## config.mk

```make
export PLATFORM = sky130hd
export DESIGN_NAME = cla_addsub_pipe_flat
export DESIGN_NICKNAME = d
export VERILOG_FILES = /design/src/rtl/cla_addsub_pipe_if.sv /design/src/rtl/cla_addsub_pipe.sv /design/src/flat_wrapper.sv
export SDC_FILE = /design/constraint.sdc
export NUM_CORES = 1
export LEC_CHECK = 0
export CAP_MARGIN = 20
export CORE_ASPECT_RATIO = 0.6
export CORE_UTILIZATION = 52
export CTS_BUF_LIST = sky130_fd_sc_hd__clkbuf_8
export CTS_CLUSTER_DIAMETER = 80
export DETAILED_ROUTE_END_ITERATION = 8
export GPL_TIMING_DRIVEN = 0
export HOLD_SLACK_MARGIN = 0.06
export PLACE_DENSITY = 0.93
export REMOVE_ABC_BUFFERS = 1
export SLEW_MARGIN = 5
export SYNTH_ARGS = -nofsm -noshare
export SYNTH_HDL_FRONTEND = slang
export SYNTH_SLANG_ARGS = --single-unit
```

## constraint.sdc

```tcl
create_clock -name clk -period 4.3 [get_ports clk]
set_clock_uncertainty 0.05 [all_clocks]
set_input_delay 0.86 -clock clk [delete_from_list [all_inputs] [get_ports clk]]
set_output_delay 0.86 -clock clk [all_outputs]
set_load 0.05 [all_outputs]
```

## src/rtl/cla_addsub_pipe_if.sv

```systemverilog
// cla_addsub_pipe_if: operand/result valid-ready bundle for cla_addsub_pipe
interface cla_addsub_pipe_if #(
  parameter int WIDTH = 32
);
  logic in_valid, in_ready, sub, cin;
  logic out_valid, out_ready, cout, ovf, zero, neg;
  logic [WIDTH-1:0] a, b, sum;
  modport master (
    output in_valid, a, b, sub, cin, out_ready,
    input in_ready, out_valid, sum, cout, ovf, zero, neg
  );
  modport slave (
    input in_valid, a, b, sub, cin, out_ready,
    output in_ready, out_valid, sum, cout, ovf, zero, neg
  );
endinterface

```

## src/rtl/cla_addsub_pipe.sv

```systemverilog
// cla_addsub_pipe: pipelined carry-lookahead adder/subtractor with valid/ready backpressure
module cla_addsub_pipe #(
  parameter int WIDTH = 32,
  parameter int STAGES = 2
) (
  input logic clk,
  input logic rst_n,
  cla_addsub_pipe_if.slave bus
);
  localparam int GPS = WIDTH / 4 / STAGES;
  localparam int SW = 4 * GPS;
  logic adv;
  logic ovf_q, zero_q, neg_q;
  // returns {group G, group P, 4-bit sum}
  function automatic logic [5:0] grp(input logic [3:0] x, input logic [3:0] y, input logic c0);
    logic [3:0] g, p, c;
    g = x & y;
    p = x ^ y;
    c[0] = c0;
    c[1] = g[0] | (p[0] & c0);
    c[2] = g[1] | (p[1] & g[0]) | (p[1] & p[0] & c0);
    c[3] = g[2] | (p[2] & g[1]) | (p[2] & p[1] & g[0]) | (p[2] & p[1] & p[0] & c0);
    return {g[3] | (p[3] & g[2]) | (p[3] & p[2] & g[1]) | (p[3] & p[2] & p[1] & g[0]), &p, p ^ c};
  endfunction
  for (genvar k = 0; k < STAGES; k++) begin : g_stage
    logic [WIDTH-1:SW*k] xa, xb;
    logic xc, xv, rv, rc;
    logic [SW*(k+1)-1:0] pre, ns, rs;
    logic [GPS:0] gc;
    logic [5:0] r;
    if (k == 0) begin : g_in
      assign xa = bus.a;
      assign xb = bus.sub ? ~bus.b : bus.b;
      assign xc = bus.sub | bus.cin;
      assign xv = bus.in_valid;
      assign pre = '0;
    end else begin : g_mid
      assign xa = g_stage[k-1].g_ops.ra;
      assign xb = g_stage[k-1].g_ops.rb;
      assign xc = g_stage[k-1].rc;
      assign xv = g_stage[k-1].rv;
      assign pre = {{SW{1'b0}}, g_stage[k-1].rs};
    end
    always_comb begin
      ns = pre;
      gc = '0;
      gc[0] = xc;
      r = '0;
      for (int j = 0; j < GPS; j++) begin
        r = grp(xa[SW*k+4*j +: 4], xb[SW*k+4*j +: 4], gc[j]);
        ns[SW*k+4*j +: 4] = r[3:0];
        gc[j+1] = r[5] | (r[4] & gc[j]);
      end
    end
    always_ff @(posedge clk)
      if (!rst_n) begin
        rv <= 1'b0;
        rc <= 1'b0;
        rs <= '0;
      end else if (adv) begin
        rv <= xv;
        if (xv) begin
          rc <= gc[GPS];
          rs <= ns;
        end
      end
    // upper operand bits still to be summed by later stages
    if (k < STAGES - 1) begin : g_ops
      logic [WIDTH-1:SW*(k+1)] ra, rb;
      always_ff @(posedge clk)
        if (rst_n && adv && xv) begin
          ra <= xa[WIDTH-1:SW*(k+1)];
          rb <= xb[WIDTH-1:SW*(k+1)];
        end
    end
  end
  assign adv = !g_stage[STAGES-1].rv | bus.out_ready;
  assign bus.in_ready = adv;
  assign bus.out_valid = g_stage[STAGES-1].rv;
  assign bus.sum = g_stage[STAGES-1].rs;
  assign bus.cout = g_stage[STAGES-1].rc;
  assign bus.ovf = ovf_q;
  assign bus.zero = zero_q;
  assign bus.neg = neg_q;
  // carry into the MSB is recovered as s^a^b at that bit
  always_ff @(posedge clk)
    if (!rst_n) begin
      ovf_q <= 1'b0;
      zero_q <= 1'b0;
      neg_q <= 1'b0;
    end else if (adv && g_stage[STAGES-1].xv) begin
      ovf_q <= g_stage[STAGES-1].ns[WIDTH-1] ^ g_stage[STAGES-1].xa[WIDTH-1] ^ g_stage[STAGES-1].xb[WIDTH-1] ^ g_stage[STAGES-1].gc[GPS];
      zero_q <= ~|g_stage[STAGES-1].ns;
      neg_q <= g_stage[STAGES-1].ns[WIDTH-1];
    end
endmodule

```

## src/flat_wrapper.sv

```systemverilog
// flat-port wrapper written by rule: the top's interface ports become plain ports
module cla_addsub_pipe_flat 
#(
  parameter int WIDTH = 32,
  parameter int STAGES = 2
)
  (clk, rst_n, bus_in_valid, bus_a, bus_b, bus_sub, bus_cin, bus_out_ready, bus_in_ready, bus_out_valid, bus_sum, bus_cout, bus_ovf, bus_zero, bus_neg);
  cla_addsub_pipe_if #(.WIDTH(WIDTH)) bus_i ();
  input logic clk;
  input logic rst_n;
  input wire logic [$bits(bus_i.in_valid)-1:0] bus_in_valid;
  input wire logic [$bits(bus_i.a)-1:0] bus_a;
  input wire logic [$bits(bus_i.b)-1:0] bus_b;
  input wire logic [$bits(bus_i.sub)-1:0] bus_sub;
  input wire logic [$bits(bus_i.cin)-1:0] bus_cin;
  input wire logic [$bits(bus_i.out_ready)-1:0] bus_out_ready;
  output wire logic [$bits(bus_i.in_ready)-1:0] bus_in_ready;
  output wire logic [$bits(bus_i.out_valid)-1:0] bus_out_valid;
  output wire logic [$bits(bus_i.sum)-1:0] bus_sum;
  output wire logic [$bits(bus_i.cout)-1:0] bus_cout;
  output wire logic [$bits(bus_i.ovf)-1:0] bus_ovf;
  output wire logic [$bits(bus_i.zero)-1:0] bus_zero;
  output wire logic [$bits(bus_i.neg)-1:0] bus_neg;
  assign bus_i.in_valid = bus_in_valid;
  assign bus_i.a = bus_a;
  assign bus_i.b = bus_b;
  assign bus_i.sub = bus_sub;
  assign bus_i.cin = bus_cin;
  assign bus_i.out_ready = bus_out_ready;
  assign bus_in_ready = bus_i.in_ready;
  assign bus_out_valid = bus_i.out_valid;
  assign bus_sum = bus_i.sum;
  assign bus_cout = bus_i.cout;
  assign bus_ovf = bus_i.ovf;
  assign bus_zero = bus_i.zero;
  assign bus_neg = bus_i.neg;
  cla_addsub_pipe #(.WIDTH(WIDTH), .STAGES(STAGES)) u_core (.clk(clk), .rst_n(rst_n), .bus(bus_i));
endmodule
```

# Yosys cells after proc, flatten, opt, wreduce, memory -nomap -nowiden
# Index checks and enable logic that the tools add are counted.
[word_totals]
elab_cells = 258
register_bits = 87
out_inout_bits = 38
[op_classes]
reduce_logical = 16
muxes = 1
bitwise_logic = 230
[op_table]
columns = ["cell", "count"]
rows = [
  ["1-bit AND", 120],
  ["1-bit bitwise OR", 82],
  ["4-bit XOR", 16],
  ["4-bit AND", 8],
  ["32-bit 2-to-1 mux", 1],
  ["32-bit inverter", 1],
  ["4-bit AND reduction", 8],
  ["32-bit OR reduction", 1],
  ["2-bit AND reduction", 2],
  ["1-bit logical AND", 3],
  ["1-bit XOR", 3],
  ["1-bit logical NOT", 2],
]

# Depth between registers and ports, before layout
# Gate-level depths: netlist (run 1).
[depth]
ltp_word = 16
depth_mapped = 14

# Worst setup path after synthesis (run 1)
# OpenSTA, ideal clock, no wires.
[synth_timing]
path_type = "in2reg"
start = "in bus_sub"
end = "reg u_core.g_stage[0].rs[12]"
slack_ps = 762
arrival_time_ps = 3429
setup_ps = 59
cell_stages = 13
required_time_ps = 4191
path_buffers = 2
cell_sequence = "buf_2 > buf_1 > xor2_1 > ha_1 > a21o_1 > a21oi_1 > nor2b_1 > o32ai_4 > a21oi_1 > nor2_1 > fa_1 > nand2_1 > o211a_1"
[synth_via]
elab_chain_len = 12
word_cells_on_any_way = 43
[synth_lines]
columns = ["element", "line", "source"]
rows = [
  ["start: declaration", "flat_wrapper.sv:14", "input wire logic [$bits(bus_i.sub)-1:0] bus_sub;"],
  ["32-bit 2-to-1 mux", "cla_addsub_pipe.sv:33", "assign xb = bus.sub ? ~bus.b : bus.b;"],
  ["4-bit XOR / 4-bit AND (equally long branches)", "cla_addsub_pipe.sv:18, cla_addsub_pipe.sv:17", ""],
  ["1-bit AND", "cla_addsub_pipe.sv:23", "return {g[3] | (p[3] & g[2]) | (p[3] & p[2] & g[1]) | (p[3] & p[2] & p[1] & g[0]), &p, p ^ c};"],
  ["1-bit bitwise OR / 1-bit AND (equally long branches) (2 in series)", "cla_addsub_pipe.sv:23", ""],
  ["1-bit bitwise OR", "cla_addsub_pipe.sv:23", ""],
  ["1-bit bitwise OR", "cla_addsub_pipe.sv:52", "gc[j+1] = r[5] | (r[4] & gc[j]);"],
  ["1-bit AND", "cla_addsub_pipe.sv:52", ""],
  ["1-bit bitwise OR", "cla_addsub_pipe.sv:52", ""],
  ["1-bit AND", "cla_addsub_pipe.sv:52", ""],
  ["1-bit bitwise OR", "cla_addsub_pipe.sv:52", ""],
  ["4-bit XOR (*)", "cla_addsub_pipe.sv:23", ""],
  ["end signal: assignment", "cla_addsub_pipe.sv:64", "rs <= ns;"],
  ["end: declaration", "cla_addsub_pipe.sv:28", "logic [SW*(k+1)-1:0] pre, ns, rs;"],
]
# Mark *: on every way between the ends. The rest lies on a longest branch, timed or not.
# A chain may end at the register's enable or synchronous reset.

# Worst setup path in the final report (run 1)
[layout_timing]
start = "reg u_core.g_stage[0].g_ops.rb[16] (netlist name)"
end = "reg u_core.zero_q (netlist: u_core.bus.zero)"
[layout_via]
word_cells_on_any_way = 47
[layout_lines]
columns = ["element", "line", "source"]
rows = [
  ["start: declaration", "cla_addsub_pipe.sv:69", "logic [WIDTH-1:SW*(k+1)] ra, rb;"],
  ["start signal: assignment", "cla_addsub_pipe.sv:73", "rb <= xb[WIDTH-1:SW*(k+1)];"],
  ["4-bit XOR / 4-bit AND (equally long branches)", "cla_addsub_pipe.sv:18, cla_addsub_pipe.sv:17", ""],
  ["4-bit AND reduction / 1-bit AND (equally long branches)", "cla_addsub_pipe.sv:23", ""],
  ["1-bit AND / 1-bit bitwise OR (equally long branches)", "cla_addsub_pipe.sv:52, cla_addsub_pipe.sv:23", ""],
  ["1-bit bitwise OR (*)", "cla_addsub_pipe.sv:52", ""],
  ["1-bit AND (*)", "cla_addsub_pipe.sv:52", ""],
  ["1-bit bitwise OR (*)", "cla_addsub_pipe.sv:52", ""],
  ["4-bit XOR (*)", "cla_addsub_pipe.sv:23", ""],
  ["net u_core.g_stage[1].ns[24]", "cla_addsub_pipe.sv:28", ""],
  ["32-bit OR reduction (*)", "cla_addsub_pipe.sv:93", "zero_q <= ~|g_stage[STAGES-1].ns;"],
  ["1-bit logical NOT (*)", "cla_addsub_pipe.sv:93", ""],
  ["end signal: assignment", "cla_addsub_pipe.sv:93", ""],
  ["end: declaration", "cla_addsub_pipe.sv:13", "logic ovf_q, zero_q, neg_q;"],
]
# The timed path passes the listed nets; every way through them passes the cells marked *.

==> run metrics, run 1 <==
full die area 9481 µm²; VDD IR-drop max 0.2044 mV; Rows 26; DP Worst Slack 0.2529 ns; Synth Register Bits between 80 and 90; post-CTS setup buffer count 0; fin. max-slew vios 0; clk slew on worst S/H paths ~0.08 ns; clk root buf clkbuf_8; commonest cells after routing, fill and taps aside clkdlybuf4s50_1 (105), nand2_1 (76), dfxtp_1 (54); total CTS buffers 9; Worst-Margin Slew around 1.0 ns; final-report hold violation count 0; layout filler cell count around 640; CTS tree done; FF/Latch Area 2042 µm²; drt pass-1 iters 7; GRT overflow 0; Buf+Inv Stages, Crit Path 0; Total Routing Usage GR between 20% and 30%; Final min period approximately 4.0 ns; Main synth FF type dfxtp_1; crit end category flip-flop; crit start category flip-flop; synth unique cells between 50 and 60; DR WL/cell roughly 16 µm; clk sinks 86; critical path's top delay family simple AND/OR/NAND/NOR gates; CTS Hold Bufs 0; Die W ~130 µm; Skew-Pair Late Insertion Delay around 0.35 ns; layout cell share with drive strength beyond 1 around 5.8%; Final setup viols 0; number of routed nets with antenna violations 0; cells after synthesis 470; Core Box Area about 8700 µm²; GPL Wtd Cong around 0.88; total length of routed wires between 10000 and 15000 µm; CP most frequent cell nor4_1; H-Tree Depth 3; status finished with violations; worst hold path type flip-flop to flip-flop; Antenna Cells 0; Final WS setup ~0.27 ns; CP Data Arrival Time 4.26 ns; hpwl dp ~8300 µm; Post-synth EDFFs 32; WHS Path Cells 2; number of global-route vias before repair 3701; Synth Area per Inst 10.05 µm²; Setup CP Type flip-flop to flip-flop; Seq/Total Area, Yosys between 40 and 50%; violated checks DRC; Ports between 100 and 150; Synth async-reset ratio 0%; pin count of the biggest net entering global routing 65; initial antenna violation count 0; worst path cell trace ha_1 -> a211oi_2 -> o21ai_2 -> a221oi_4 -> nor2_1 -> or2_2 -> fa_1 -> nor4_1 -> nand4b_1 -> nor3_1 -> nand4_1 -> nor4_1 -> nand3_1 -> o21ai_1; post-layout total power 2.145 mW; Hold Crit Start u_core.bus.zero; die height between 70 and 80 µm; yosys warns 0; WHS Endpoint u_core.bus.zero; vias 3720; R2R Setup Slk around 0.27 ns; critical path's largest stage delay about 0.53 ns; Leak approximately 2.5 nW; Cell Pwr Density ~350 nW/µm²; slew margin rel. between 30% and 40%; PortBufs ~110; worst-path maximum fanout 6; CP required 4.53 ns; synthesized area about 4700 µm²; r2r startpoint u_core.g_stage[0].g_ops.rb[16]; 1st-iter DRT viols approximately 280; commonest non-fill, non-tap cell in the layout clkdlybuf4s50_1; Synth-to-Final Area Change 29.83%; first-pass GRT wire length roughly 17000 µm; Slowest-stage cell, CP fa_1; unrepaired setup endpoints after global routing no; Max Clk Rate about 250 MHz; R2R depth 14; multi-input logic area roughly 2500 µm²; Reg2Reg Capture Point u_core.bus.zero; Layout Nets 679; Starting Density between 50% and 60%; drt drc 14; Via-to-Cell Ratio roughly 5.4; Final period util roughly 94%; cells resized by post-CTS repair 0; Clock Path Buffers 2; maxcap violations 0
-- final cells by class --
cell class                      count  area share, %
Clock buffer                       11          2.469
Timing Repair Buffer              111          18.57
Multi-Input combinational cell    344          41.20
Inverter                           17          1.041
Tap cell                          112          2.285
Clock inverter                      4          1.143
Sequential cell                    86          33.30
-- logic make-up (layout without fill, tap and decap cells) --
logic type	after synthesis	after routing	share of synthesized area (%)
DFF	86	86	43.23
AOI/OAI and AO/OA	106	106	17.33
muxes	1	1	0.2119
xor gates and xnor gates	56	56	10.38
and+or+nand+nor	141	141	13.70
adders and majority gates	40	40	11.87
buffers and inverters	40	143	3.285
-- sequential cells by signal, summed over array words and instances, names as in the netlist --
register and flops:
u_core.bus.sum 31, u_core.g_stage.g_ops.ra 16, u_core.g_stage.g_ops.rb 16, u_core.g_stage.rs 16, u_core.bus.cout 1, u_core.bus.neg 1, u_core.bus.out_valid 1, u_core.bus.ovf 1
u_core.bus.zero 1, u_core.g_stage.rc 1, u_core.g_stage.rv 1
-- Yosys cell counts, drive strengths merged (2+ instances only) --
master / count / share of area (%)
o21a: 7 / 1.1
a211oi: 4 / 0.74
nand4: 4 / 0.53
nor2: 17 / 1.4
nand3: 9 / 0.95
and3: 2 / 0.26
dfxtp: 54 / 23
ha: 32 / 8.5
a21o: 8 / 1.4
a21oi: 15 / 1.8
o21ai: 23 / 2.6
nor4: 6 / 0.79
o211a: 11 / 2.3
xnor2: 13 / 2.4
or3: 2 / 0.26
fa: 8 / 3.4
nor3: 2 / 0.21
nand4b: 2 / 0.37
edfxtp: 32 / 20
inv: 17 / 1.4
and2: 13 / 1.7
o211ai: 2 / 0.42
xor2: 43 / 8.0
buf: 5 / 0.50
clkbuf: 18 / 1.4
nor2b: 3 / 0.40
nand2: 76 / 6.0
a21boi: 25 / 4.0
-- worst register-to-register path, stage by stage (launching register included) --
cell and delay [ns]:
edfxtp_1 0.41, ha_1 0.35, a211oi_2 0.31, o21ai_2 0.12, a221oi_4 0.41, nor2_1 0.12, or2_2 0.32, fa_1 0.53
nor4_1 0.20, nand4b_1 0.14, nor3_1 0.22, nand4_1 0.12, nor4_1 0.39, nand3_1 0.16, o21ai_1 0.14
-- where the power goes --
group	internal (mW)	leakage [nW]	switching (mW)	total, mW
combinational	0.260	1.61	0.320	0.580
clock	0.354	0.115	0.270	0.624
sequential	0.904	0.741	0.0364	0.941
total	1.52	2.47	0.626	2.15
-- stage by stage --
stage / hold WS [ns] / cell area [µm²] / TNS (ns) / utilization, % / cells
floorplan: 0.4039 / 4632 / 0 / - / 447
global placement: 0.3967 / 5843 / -7.585 / 67.52 / 666
detailed placement: 0.4128 / 5883 / 0 / 67.99 / 669
CTS: 0.4238 / 6105 / 0 / 70.55 / 684
global route: 0.4384 / 6132 / 0 / 70.86 / 685
finish: 0.4176 / 6132 / 0 / 70.86 / 685
-- worst max-delay path by stage --
stage,startpoint,to,slack (ns),depth (start not counted)
after floorplan,u_core.g_stage[0].g_ops.rb[16],u_core.bus.zero,1.01,14
after detailed placement,u_core.g_stage[0].g_ops.rb[16],u_core.bus.zero,0.25,14
final,u_core.g_stage[0].g_ops.rb[16],u_core.bus.zero,0.27,14
after global placement,bus_sub,u_core.g_stage[0].rs[13],-0.68,13
after CTS,u_core.g_stage[0].g_ops.rb[16],u_core.bus.zero,0.22,14
after global routing,u_core.g_stage[0].g_ops.rb[16],u_core.bus.zero,0.06,14
-- per-layer routing --
metal  track usage [%]  routed length (µm)  vias up
met1             29.51                5048     1767
met5                 0                   0        -
li1                  -                   -     1829
met3             5.267                 604       10
met2             42.40                5279      114
met4             5.556                  87        0
Power figures use the tool's default switching activity.
==> inputs of run 2 (changes only) <==
Settings changed: CORE_UTILIZATION 52 to 55, DONT_BUFFER_PORTS set to 1, PLACE_DENSITY 0.93 to 0.81.
==> run 2 against run 1 <==
Effect of this change: the run now ends clean; clock power is 21% lower; total power down 12%; count of clock-buffer cells in the layout decreased by 2; fmax is 2.4% higher; largest power group unchanged; first-iteration DRC count down 24%; cell count is 16% lower; non-clock buffer count is 109 lower; combinational power down 34%; worst setup slack better by 0.094 ns.
==> run metrics, run 2 (same netlist as run 1, synthesis figures left out) <==
status completed (was finished with violations); pin count of the biggest net entering global routing 65 (unchanged); Setup CP Type flip-flop to flip-flop (unchanged); DP Worst Slack 0.2914 ns (was 0.2529 ns); setup_tns 0 ns (unchanged); crit path launch u_core.g_stage[0].g_ops.rb[16] (unchanged); total length of routed wires 9746 µm (was 11020 µm); Max Clk Rate 254.1 MHz (was 248.2 MHz); Core Box Area 8102 µm² (was 8653 µm²); full die area 8974 µm² (was 9481 µm²); Ports 108 (unchanged); clk slew on worst S/H paths 0.08 ns (about the same); worst hold path type flip-flop to flip-flop (unchanged); total placed cells including tap cells 556 (was 669); number of flip-flops in the largest register 31 (unchanged); Final setup viols 0 (unchanged); unrepaired setup endpoints after global routing no (unchanged); Final min period 3.936 ns (was 4.030 ns); post-CTS setup buffer count 0 (unchanged); DR WL/cell 17.01 µm (was 16.09 µm); cells resized by post-CTS repair 0 (unchanged); final std cells w/o fill 573 (was 685); drt pass-1 iters 4 (was 7); WHS Endpoint u_core.g_stage[0].rs[9] (was u_core.bus.zero); Die W 121.6 µm (was 125.0 µm); Reg2Reg Capture Point u_core.bus.zero (unchanged); Total Routing Usage GR 23.05% (was 23.50%); CTS tree done (unchanged); Hold Crit Start u_core.g_stage[0].rs[9] (was u_core.bus.zero); PortBufs 0 (was 107); CTS Hold Bufs 0 (unchanged); clk sinks 86 (unchanged); Synth-to-Final Area Change 5.536% (was 29.83%); worst-path maximum fanout 6 (unchanged); final-report hold violation count 0 (unchanged); total CTS buffers 9 (unchanged); maxcap violations 0 (unchanged); GRT overflow 0 (unchanged); slew margin rel. 35.71% (was 32.48%); fin util 61.53% (was 70.86%); Cell Pwr Density 378.5 nW/µm² (was 349.8 nW/µm²); Final WS setup 0.3644 ns (was 0.2703 ns); hpwl dp 7314 µm (was 8343 µm); commonest cells after routing, fill and taps aside nand2_1 (76), dfxtp_1 (54), xor2_1 (43) (was clkdlybuf4s50_1 (105), nand2_1 (76), dfxtp_1 (54)); CP required 4.54 ns (was 4.53 ns); VDD IR-drop max 0.1888 mV (was 0.2044 mV); H-Tree Depth 3 (unchanged); die height 73.78 µm (was 75.83 µm); initial antenna violation count 0 (unchanged); Worst-Margin Slew 0.9630 ns (was 1.013 ns); vias 3294 (was 3720); Starting Density 58.30% (was 54.58%); layout cell share with drive strength beyond 1 6.452% (was 5.759%); drt drc 0 (was 14); Leak 2.029 nW (was 2.470 nW); number of global-route vias before repair 3281 (was 3701); fin. max-slew vios 0 (unchanged); Via-to-Cell Ratio 5.749 (was 5.431); r2r startpoint u_core.g_stage[0].g_ops.rb[16] (unchanged); Rows 25 (was 26); Antenna Cells 0 (unchanged); Skew-Pair Late Insertion Delay 0.36 ns (was 0.35 ns); crit end category flip-flop (unchanged); R2R Setup Slk 0.36 ns (was 0.27 ns); first-pass GRT wire length 15470 µm (was 17340 µm); GPL Wtd Cong 0.8148 (was 0.8836); R2R depth 14 (unchanged); Final period util 91.53% (was 93.71%); Layout Nets 570 (was 679); clk root buf clkbuf_8 (unchanged); commonest non-fill, non-tap cell in the layout nand2_1 (was clkdlybuf4s50_1); WHS Path Cells 2 (unchanged); CP Data Arrival Time 4.17 ns (was 4.26 ns); 1st-iter DRT viols 210 (was 276); number of routed nets with antenna violations 0 (unchanged); Clock Path Buffers 2 (unchanged); crit start category flip-flop (unchanged)
==> run 2: layout make-up <==
class                           instances  area [µm²]
Clock buffer                            9       123.9
Clock inverter                          7       43.79
Fill cell                             692        3117
Inverter                               17       63.81
Multi-Input combinational cell        344        2534
Sequential cell                        86        2042
Tap cell                              108       135.1
Timing Repair Buffer                    2       42.54
==> run 2: power by group <==
part           switching [mW]  internal, mW
Sequential              0.108         0.904
Clock                   0.285         0.207
Combinational           0.210         0.173
Total                   0.603          1.28
==> run 2: worst max path at each step <==
stage / slack [ns] / depth (start not counted) / end
after global routing: 0.09 / 14 / u_core.bus.zero
after detailed placement: 0.29 / 14 / u_core.bus.zero
after floorplan: 1.01 / 14 / u_core.bus.zero
final: 0.36 / 14 / u_core.bus.zero
after global placement: 0.40 / 14 / u_core.bus.zero
after CTS: 0.25 / 14 / u_core.bus.zero
==> run 2: per-layer routing <==
layer | up-vias | part of all wire [%] | track usage, %
met4 | 0 | 0.35 | 7.545
li1 | 1611 | - | -
met1 | 1566 | 44 | 27.74
met5 | - | 0 | 0
met3 | 6 | 7.9 | 9.627
met2 | 111 | 47 | 37.63
==> run 2: per-stage QoR <==
step,cell area (µm²),power [mW],hold WS [ns]
2_1_floorplan,4632,1.316,0.4039
3_3_place_gp,4767,1.385,0.4194
3_5_place_dp,4796,1.411,0.4233
4_1_cts,4964,1.900,0.4335
5_1_grt,4985,1.992,0.4586
6_report,4985,1.887,0.4315
==> run 2: worst max-delay path: stages, from the launching register on <==
cell and delay [ns]:
edfxtp_1 0.41, ha_1 0.35, a211oi_2 0.30, o21ai_2 0.12, a221oi_4 0.39, nor2_1 0.10
or2_2 0.30, fa_1 0.53, nor4_1 0.27, nand4b_1 0.15, nor3_1 0.18, nand4_1 0.14
nor4_2 0.31, nand3_1 0.15, o21ai_1 0.13
